[config.mk]
export PLATFORM = sky130hd
export DESIGN_NAME = pc_fetch
export DESIGN_NICKNAME = d
export VERILOG_FILES = /design/src/rtl/pc_fetch.sv
export SDC_FILE = /design/constraint.sdc
export NUM_CORES = 1
export LEC_CHECK = 0
export CORE_MARGIN = 4
export CORE_UTILIZATION = 45
export CTS_CLUSTER_DIAMETER = 30
export DETAILED_ROUTE_END_ITERATION = 8
export PLACE_DENSITY_LB_ADDON = 0.15
export RECOVER_POWER = 100
export SKIP_LAST_GASP = 1
export SYNTH_ARGS = -nofsm -noshare
export SYNTH_HDL_FRONTEND = slang
export SYNTH_SLANG_ARGS = --single-unit
[constraint.sdc]
create_clock -name clk -period 3.7 [get_ports clk]
set_input_delay 0.37 -clock clk [delete_from_list [all_inputs] [get_ports clk]]
set_output_delay 0.37 -clock clk [all_outputs]
set_load 0.1 [all_outputs]
[src/rtl/pc_fetch.sv]
// Program counter and instruction fetch stage: requests a word at pc, holds it
// for the consumer, then advances pc sequentially or along a branch/jump.
module pc_fetch #(
    parameter logic [31:0] RESET_VECTOR = 32'h0040_0000
) (
    input  logic        clk,
    input  logic        reset,
    input  logic        stall,
    input  logic        redirect,
    input  logic [1:0]  pc_src,
    input  logic [15:0] branch_imm,
    input  logic [25:0] jump_index,
    input  logic [31:0] jr_target,
    output logic        imem_req,
    output logic [31:0] imem_addr,
    input  logic        imem_ack,
    input  logic [31:0] imem_rdata,
    output logic        instr_valid,
    output logic [31:0] instr,
    output logic [31:0] pc,
    output logic [31:0] pc_plus4,
    output logic [31:0] instr_count,
    output logic        misalign_err
);

    typedef enum logic {FETCH, VALID} state_t;

    state_t      state;
    state_t      state_next;
    logic [31:0] next_pc;
    logic        advance;
    logic        jr_misaligned;

    assign pc_plus4  = pc + 32'd4;
    assign imem_addr = pc;
    assign advance   = (state == VALID) && !stall;

    // Target selection only matters on an advance; redirect=0 always falls through.
    always_comb begin
        next_pc       = pc_plus4;
        jr_misaligned = 1'b0;
        if (redirect) begin
            case (pc_src)
                2'b01:   next_pc = pc_plus4 + {{14{branch_imm[15]}}, branch_imm, 2'b00};
                2'b10:   next_pc = {pc_plus4[31:28], jump_index, 2'b00};
                2'b11: begin
                    next_pc       = {jr_target[31:2], 2'b00};
                    jr_misaligned = (jr_target[1:0] != 2'b00);
                end
                default: next_pc = pc_plus4;
            endcase
        end
    end

    always_comb begin
        state_next  = state;
        imem_req    = 1'b0;
        instr_valid = 1'b0;
        case (state)
            FETCH: begin
                imem_req = 1'b1;
                if (imem_ack) state_next = VALID;
            end
            VALID: begin
                instr_valid = 1'b1;
                if (!stall) state_next = FETCH;
            end
            default: state_next = FETCH;
        endcase
    end

    // Reset wins over everything, including an ack arriving in the same cycle.
    always_ff @(posedge clk) begin
        if (reset) begin
            state        <= FETCH;
            pc           <= RESET_VECTOR;
            instr        <= 32'd0;
            instr_count  <= 32'd0;
            misalign_err <= 1'b0;
        end else begin
            state <= state_next;
            if (state == FETCH && imem_ack) instr <= imem_rdata;
            if (advance) begin
                pc          <= next_pc;
                instr_count <= instr_count + 32'd1;
                if (jr_misaligned) misalign_err <= 1'b1;
            end
        end
    end

endmodule

==> After elaboration in Yosys (flattened, before gate mapping) <==
Cells that the tools add are included.
{ "classes": {"addsub": 3, "eq_ne": 3, "n_mux": 9, "bitwise_logic": 1, "n_reduce_logical": 5} }
{ "op_table": {"columns": ["cell", "n"], "rows": [
  ["one-hot mux 32 bit (3 select lines)", 1],
  ["adder 32 x 1 -> 32 bit (second input constant)", 1],
  ["adder 32 x 3 -> 32 bit (second input constant)", 1],
  ["adder 32 bit", 1],
  ["2-to-1 mux 32 bit", 1],
  ["2-to-1 mux 1 bit", 6],
  ["== test 2 bit (second input constant)", 2],
  ["== test 2 x 1 -> 1 bit (second input constant)", 1],
  ["logical AND 1 bit", 2],
  ["one-hot mux 1 bit (2 select lines)", 1],
  ["AND reduction 2 bit", 1],
  ["nonzero test 2 bit", 1],
  ["zero test 1 bit", 1],
  ["NOT 1 bit", 1]
]} }
{ "totals": {"reg_bits": 98, "input_bits": 113, "output_inout_bits": 163, "elab_cells": 26} }

==> Depth between registers and ports, before layout <==
{ "logic_depth": {"ltp_word": 4, "ltp_mapped": 16, "ltp_nobuf": 15} }

==> Worst setup path before layout <==
No wires, ideal clock.
{ "synth_timing": {"path_type": "register -> register", "start": "reg pc[5], in the netlist imem_addr[5]", "end": "reg pc[22], in the netlist imem_addr[22]", "setup_time_ps": 122, "t_arrival_ps": 5728, "required_time_ps": 3578, "path_slack_ps": -2150, "path_stages_with_launch": 15, "path_buffers": 0, "period_less_slack_ps": 5850, "path_cell_list": "dfxtp_1 -> and4_4 -> nand4_4 -> nor2_1 -> nand2_1 -> xnor2_1 -> ha_1 -> a21o_1 -> a21oi_1 -> nand3_1 -> or4_1 -> and4_4 -> or3_1 -> a21oi_1 -> o21ai_1"} }
{ "synth_via": {"elab_chain_cells": 4} }
{ "synth_rtl": {"columns": ["item", "line_no", "text"], "rows": [
  ["start, declared", "20", "output logic [31:0] pc,"],
  ["start signal, assigned", "84", "pc <= next_pc;"],
  ["adder 32 x 3 -> 32 bit", "34", "assign pc_plus4 = pc + 32'd4;"],
  ["via pc_plus4[15]", "21", "output logic [31:0] pc_plus4,"],
  ["adder 32 bit", "44", "2'b01: next_pc = pc_plus4 + {{14{branch_imm[15]}}, branch_imm, 2'b00};"],
  ["one-hot mux 32 bit (3 select lines)", "43", "case (pc_src)"],
  ["2-to-1 mux 32 bit", "42", "if (redirect) begin"]
]} }
The timed path passes the listed nets, and every way through them passes these cells.
A chain may end at the register's enable or synchronous reset.

==> Worst setup path in the final report <==
{ "layout_timing": {"start": "reg pc[8], in the netlist imem_addr[8]", "end": "reg pc[31], in the netlist imem_addr[31]"} }
{ "layout_via": {"elab_chain_cells": 4} }
{ "layout_rtl": {"columns": ["item", "line_no"], "rows": [
  ["adder 32 x 3 -> 32 bit (*)", "34"],
  ["adder 32 bit", "44"],
  ["one-hot mux 32 bit (3 select lines)", "43"],
  ["2-to-1 mux 32 bit (*)", "42"]
]} }
Mark *: on every way between the ends. The rest lies on a longest branch, timed or not.

==> results.json <==
{
  "cp.arrival_ns": 3.81,
  "adder_cell_fraction_of_synth_area_pct": 6.65,
  "most-common-layout-cells": "sky130_fd_sc_hd__nand2_1, sky130_fd_sc_hd__dlygate4sd3_1, sky130_fd_sc_hd__clkdlybuf4s50_1",
  "iteration_0_drc_count_of_the_detailed_router": 524,
  "finalClockSkew_ns": 0.00936,
  "boundary_pin_count": 276,
  "leading_cell_type_in_the_layout_fill_and_taps_excluded": "sky130_fd_sc_hd__nand2_1",
  "dieHeight_um": 133,
  "worst-endpoint-required_ns": 3.91,
  "power.density_mw_per_mm2": 309,
  "fillers": 1240,
  "clock.fmax_ghz": 0.278,
  "clkPwrFrac_pct": 31.4,
  "multiInputGateArea_mm2": 0.00532,
  "final.hold.worst_slack_ns": 0.449,
  "areaGrowthSynthToFinish_pct": 56.7,
  "largest_family_of_logic_cells_by_synthesized_area": "simple AND/OR/NAND/NOR gates",
  "synth_xor_area_share_pct": 9.04,
  "synth_top_flop_cell": "sky130_fd_sc_hd__dfxtp_1",
  "antenna_cells_inserted": 0,
  "detailed_place_hpwl_mm": 21.9,
  "cellLeakagePower_nw": 4.80,
  "finalWorstSetupSlack_ns": 0.105,
  "timing.critical_path.fanout_max": 7,
  "worst_setup_path_start_kind": "flop",
  "crit_path_start": "imem_addr[8]$_SDFFE_PP0P_",
  "route.final.wire_length_mm": 28.2,
  "placeableCoreArea_mm2": 0.0153,
  "synth_compound_area_share_pct": 21.8,
  "fin_crit_ns": 3.60,
  "portBuffers": 269,
  "cts_buffer_depth": 2,
  "ys_ff_latch": 96,
  "mux_contribution_to_synthesized_area_pct": 2.83,
  "global_route_wire_length_before_repair_mm": 43.0,
  "total_power_mw": 3.42,
  "drc": 0,
  "avgViaCountPerCell": 5.65,
  "grt_max_degree": 58,
  "track_usage_pct": 30.3,
  "clockRootBuffer": "sky130_fd_sc_hd__clkbuf_16",
  "combinationalPowerShare_pct": 36.4,
  "timing.setup.critical_path_class": "flop to flop",
  "hold_buffers": 0,
  "first_global_vias": 7957,
  "floorplan.initialDensity_pct": 46.2,
  "cts.reportedPaths.clkPinSlew_ns": 0.07,
  "p_int_mw": 2.10,
  "cp-end-kind": "flop",
  "fin_util_pct": 72.3,
  "detailedRoute.firstPassIterationCount": 5,
  "postSynthAreaPerCell_um2": 7.47,
  "tightestPinTransition_ns": 2.42,
  "yosysSeqAreaShare_pct": 27.2,
  "dp_cells": 1413,
  "rows": 45,
  "setup_viol": 0,
  "seqPwrFrac_pct": 32.1,
  "numCtsBuffers": 9,
  "ctsHtreeMaxLevel": 3,
  "final_cells": 1435,
  "finish.net_count": 1369,
  "min_from": "instr[18]$_SDFFE_PP0P_",
  "synth_warnings": 0,
  "power.switching_fraction_pct": 38.7,
  "number_of_library_cell_types_mapped_by_synthesis": 73,
  "post_synth_instance_area_mm2": 0.00707,
  "finalSetupTns_ns": 0,
  "dr_total_vias": 8112,
  "max_slew_margin_pct": -61.0,
  "path_type_of_the_worst_min_delay_path": "flop to flop",
  "synthesis.instances": 946,
  "cts_num_sinks": 96,
  "antenna_violations_before_repair": 0,
  "grt-ovfl-total": 0,
  "final_min_period_over_clock_period_pct": 97.2,
  "route.detailed.wl_per_inst_um": 19.7,
  "outcome": "finished with violations",
  "failed_checks": "max-capacitance violations, max-slew violations",
  "yosys.area_share.simple_pct": 25.1,
  "design.die.area_mm2": 0.0178,
  "cap_violations": 1,
  "ff_latch_area_mm2": 0.00199,
  "timing_max_transition_violations_final": 58,
  "layout-drive-gt1-share_pct": 16.3,
  "net-switching-power_mw": 1.32,
  "post_dp_area_mm2": 0.0107,
  "synth_enable_flop_cells": 0,
  "asyncSetResetFlopFracSynth_pct": 0,
  "antenna_left": 0,
  "peakVddDrop_mv": 0.281,
  "dp_worst_setup_slack_ns": -0.181,
  "clock_insertion_delay_worst_skew_ns": 0.35,
  "die_w_um": 133,
  "tritoncts": "built",
  "final_cell_area_mm2": 0.0111,
  "place_congestion": 1.01,
  "timing.rr.start": "imem_addr[8]$_SDFFE_PP0P_",
  "report.final.hold_viol_count": 0
}
power groups by stage:
stage,Clock (mW),Combinational [mW],Sequential (mW)
final,1.08,1.25,1.10
after global routing,1.14,1.30,1.10
after CTS,1.09,1.26,1.10
after detailed placement,0,1.25,1.12
after global placement,0,1.25,1.12
after floorplan,0,0.613,1.38
worst max-delay path, stage by stage (launching register included):
cell	delay (ns)
sky130_fd_sc_hd__dfxtp_4	0.35
sky130_fd_sc_hd__and4_4	0.26
sky130_fd_sc_hd__nand4_4	0.13
sky130_fd_sc_hd__buf_12	0.17
sky130_fd_sc_hd__buf_6	0.11
sky130_fd_sc_hd__nor4_2	0.28
sky130_fd_sc_hd__buf_4	0.19
sky130_fd_sc_hd__xor2_4	0.06
sky130_fd_sc_hd__ha_1	0.30
sky130_fd_sc_hd__and2_4	0.17
sky130_fd_sc_hd__nand3_2	0.12
sky130_fd_sc_hd__o221a_2	0.28
sky130_fd_sc_hd__buf_4	0.15
sky130_fd_sc_hd__a2111oi_1	0.39
sky130_fd_sc_hd__and4b_1	0.25
sky130_fd_sc_hd__mux2i_1	0.14
sky130_fd_sc_hd__o22ai_1	0.09
synthesized netlist by cell type (4+ instances only):
master | number | area, um2
sky130_fd_sc_hd__o21bai_1 | 4 | 30.0
sky130_fd_sc_hd__dfxtp_1 | 96 | 1920
sky130_fd_sc_hd__clkbuf_1 | 43 | 161
sky130_fd_sc_hd__o221ai_1 | 7 | 61.3
sky130_fd_sc_hd__o211ai_1 | 4 | 30.0
sky130_fd_sc_hd__nor2b_1 | 8 | 50.1
sky130_fd_sc_hd__nor3_1 | 9 | 45.0
sky130_fd_sc_hd__nand2_1 | 156 | 586
sky130_fd_sc_hd__a21o_1 | 14 | 105
sky130_fd_sc_hd__ha_1 | 36 | 450
sky130_fd_sc_hd__o22ai_1 | 7 | 43.8
sky130_fd_sc_hd__a211oi_1 | 9 | 67.6
sky130_fd_sc_hd__xor2_1 | 39 | 342
sky130_fd_sc_hd__and2_1 | 8 | 50.1
sky130_fd_sc_hd__xnor2_1 | 34 | 298
sky130_fd_sc_hd__and4_1 | 6 | 52.6
sky130_fd_sc_hd__nand2b_1 | 10 | 62.6
sky130_fd_sc_hd__a22oi_1 | 8 | 60.1
sky130_fd_sc_hd__inv_1 | 14 | 52.6
sky130_fd_sc_hd__o221a_2 | 5 | 56.3
sky130_fd_sc_hd__buf_4 | 36 | 270
sky130_fd_sc_hd__nand4_1 | 23 | 144
sky130_fd_sc_hd__o21a_1 | 4 | 30.0
sky130_fd_sc_hd__mux2i_1 | 20 | 200
sky130_fd_sc_hd__o21ai_0 | 43 | 215
sky130_fd_sc_hd__a31oi_1 | 10 | 62.6
sky130_fd_sc_hd__nand3_1 | 19 | 95.1
sky130_fd_sc_hd__or3_1 | 9 | 56.3
sky130_fd_sc_hd__a21oi_1 | 97 | 485
sky130_fd_sc_hd__and3_1 | 17 | 106
sky130_fd_sc_hd__o31ai_1 | 4 | 30.0
sky130_fd_sc_hd__nor2_1 | 88 | 330
layout make-up:
type	instances	share of cell area, %
repair buffers	343	27.9
clock buffers	13	2.74
flip-flops and latches	96	18.0
multi-input cells	754	48.0
inverters	15	0.508
clock inverters	3	0.429
well taps	211	2.38
cell families (layout without fill, tap and decap cells):
family | count (synthesis) | after routing
buffers and inverters | 101 | 374
XOR/XNOR | 73 | 73
flip-flops | 96 | 96
other | 1 | 6
adder cells (fa/ha/maj) | 37 | 37
AND/OR/NAND/NOR | 374 | 374
AO/OA/AOI/OAI | 244 | 244
multiplexers | 20 | 20
layer usage:
metal / part of all wire (%) / vias to the layer above / GRT usage [%]
li1: - / 3863 / -
met1: 38 / 3792 / 34.7
met2: 51 / 375 / 55.2
met3: 6.2 / 82 / 5.44
met4: 4.1 / 0 / 13.0
met5: 0 / - / 0
sequential cells by signal, summed over array words and instances, names as in the netlist:
register      flops
imem_addr        30
state             1
instr            32
misalign_err      1
instr_count      32
worst paths after layout:
kind	endpoint	slack, ns	cells past startpoint
max	imem_addr[31]$_SDFFE_PP0P_	0.10	16
max reg2reg	imem_addr[31]$_SDFFE_PP0P_	0.10	16
min reg2reg	instr[18]$_SDFFE_PP0P_	0.45	2
min	instr[18]$_SDFFE_PP0P_	0.45	2
repair_timing:
action	4_1_cts	5_1_grt
pin swaps	0	9
gates cloned	0	0
endpoints found under the setup margin	2	10
setup buffers	0	6
gates resized for setup	2	24
Note: power is estimated with default switching activity, not from simulation.
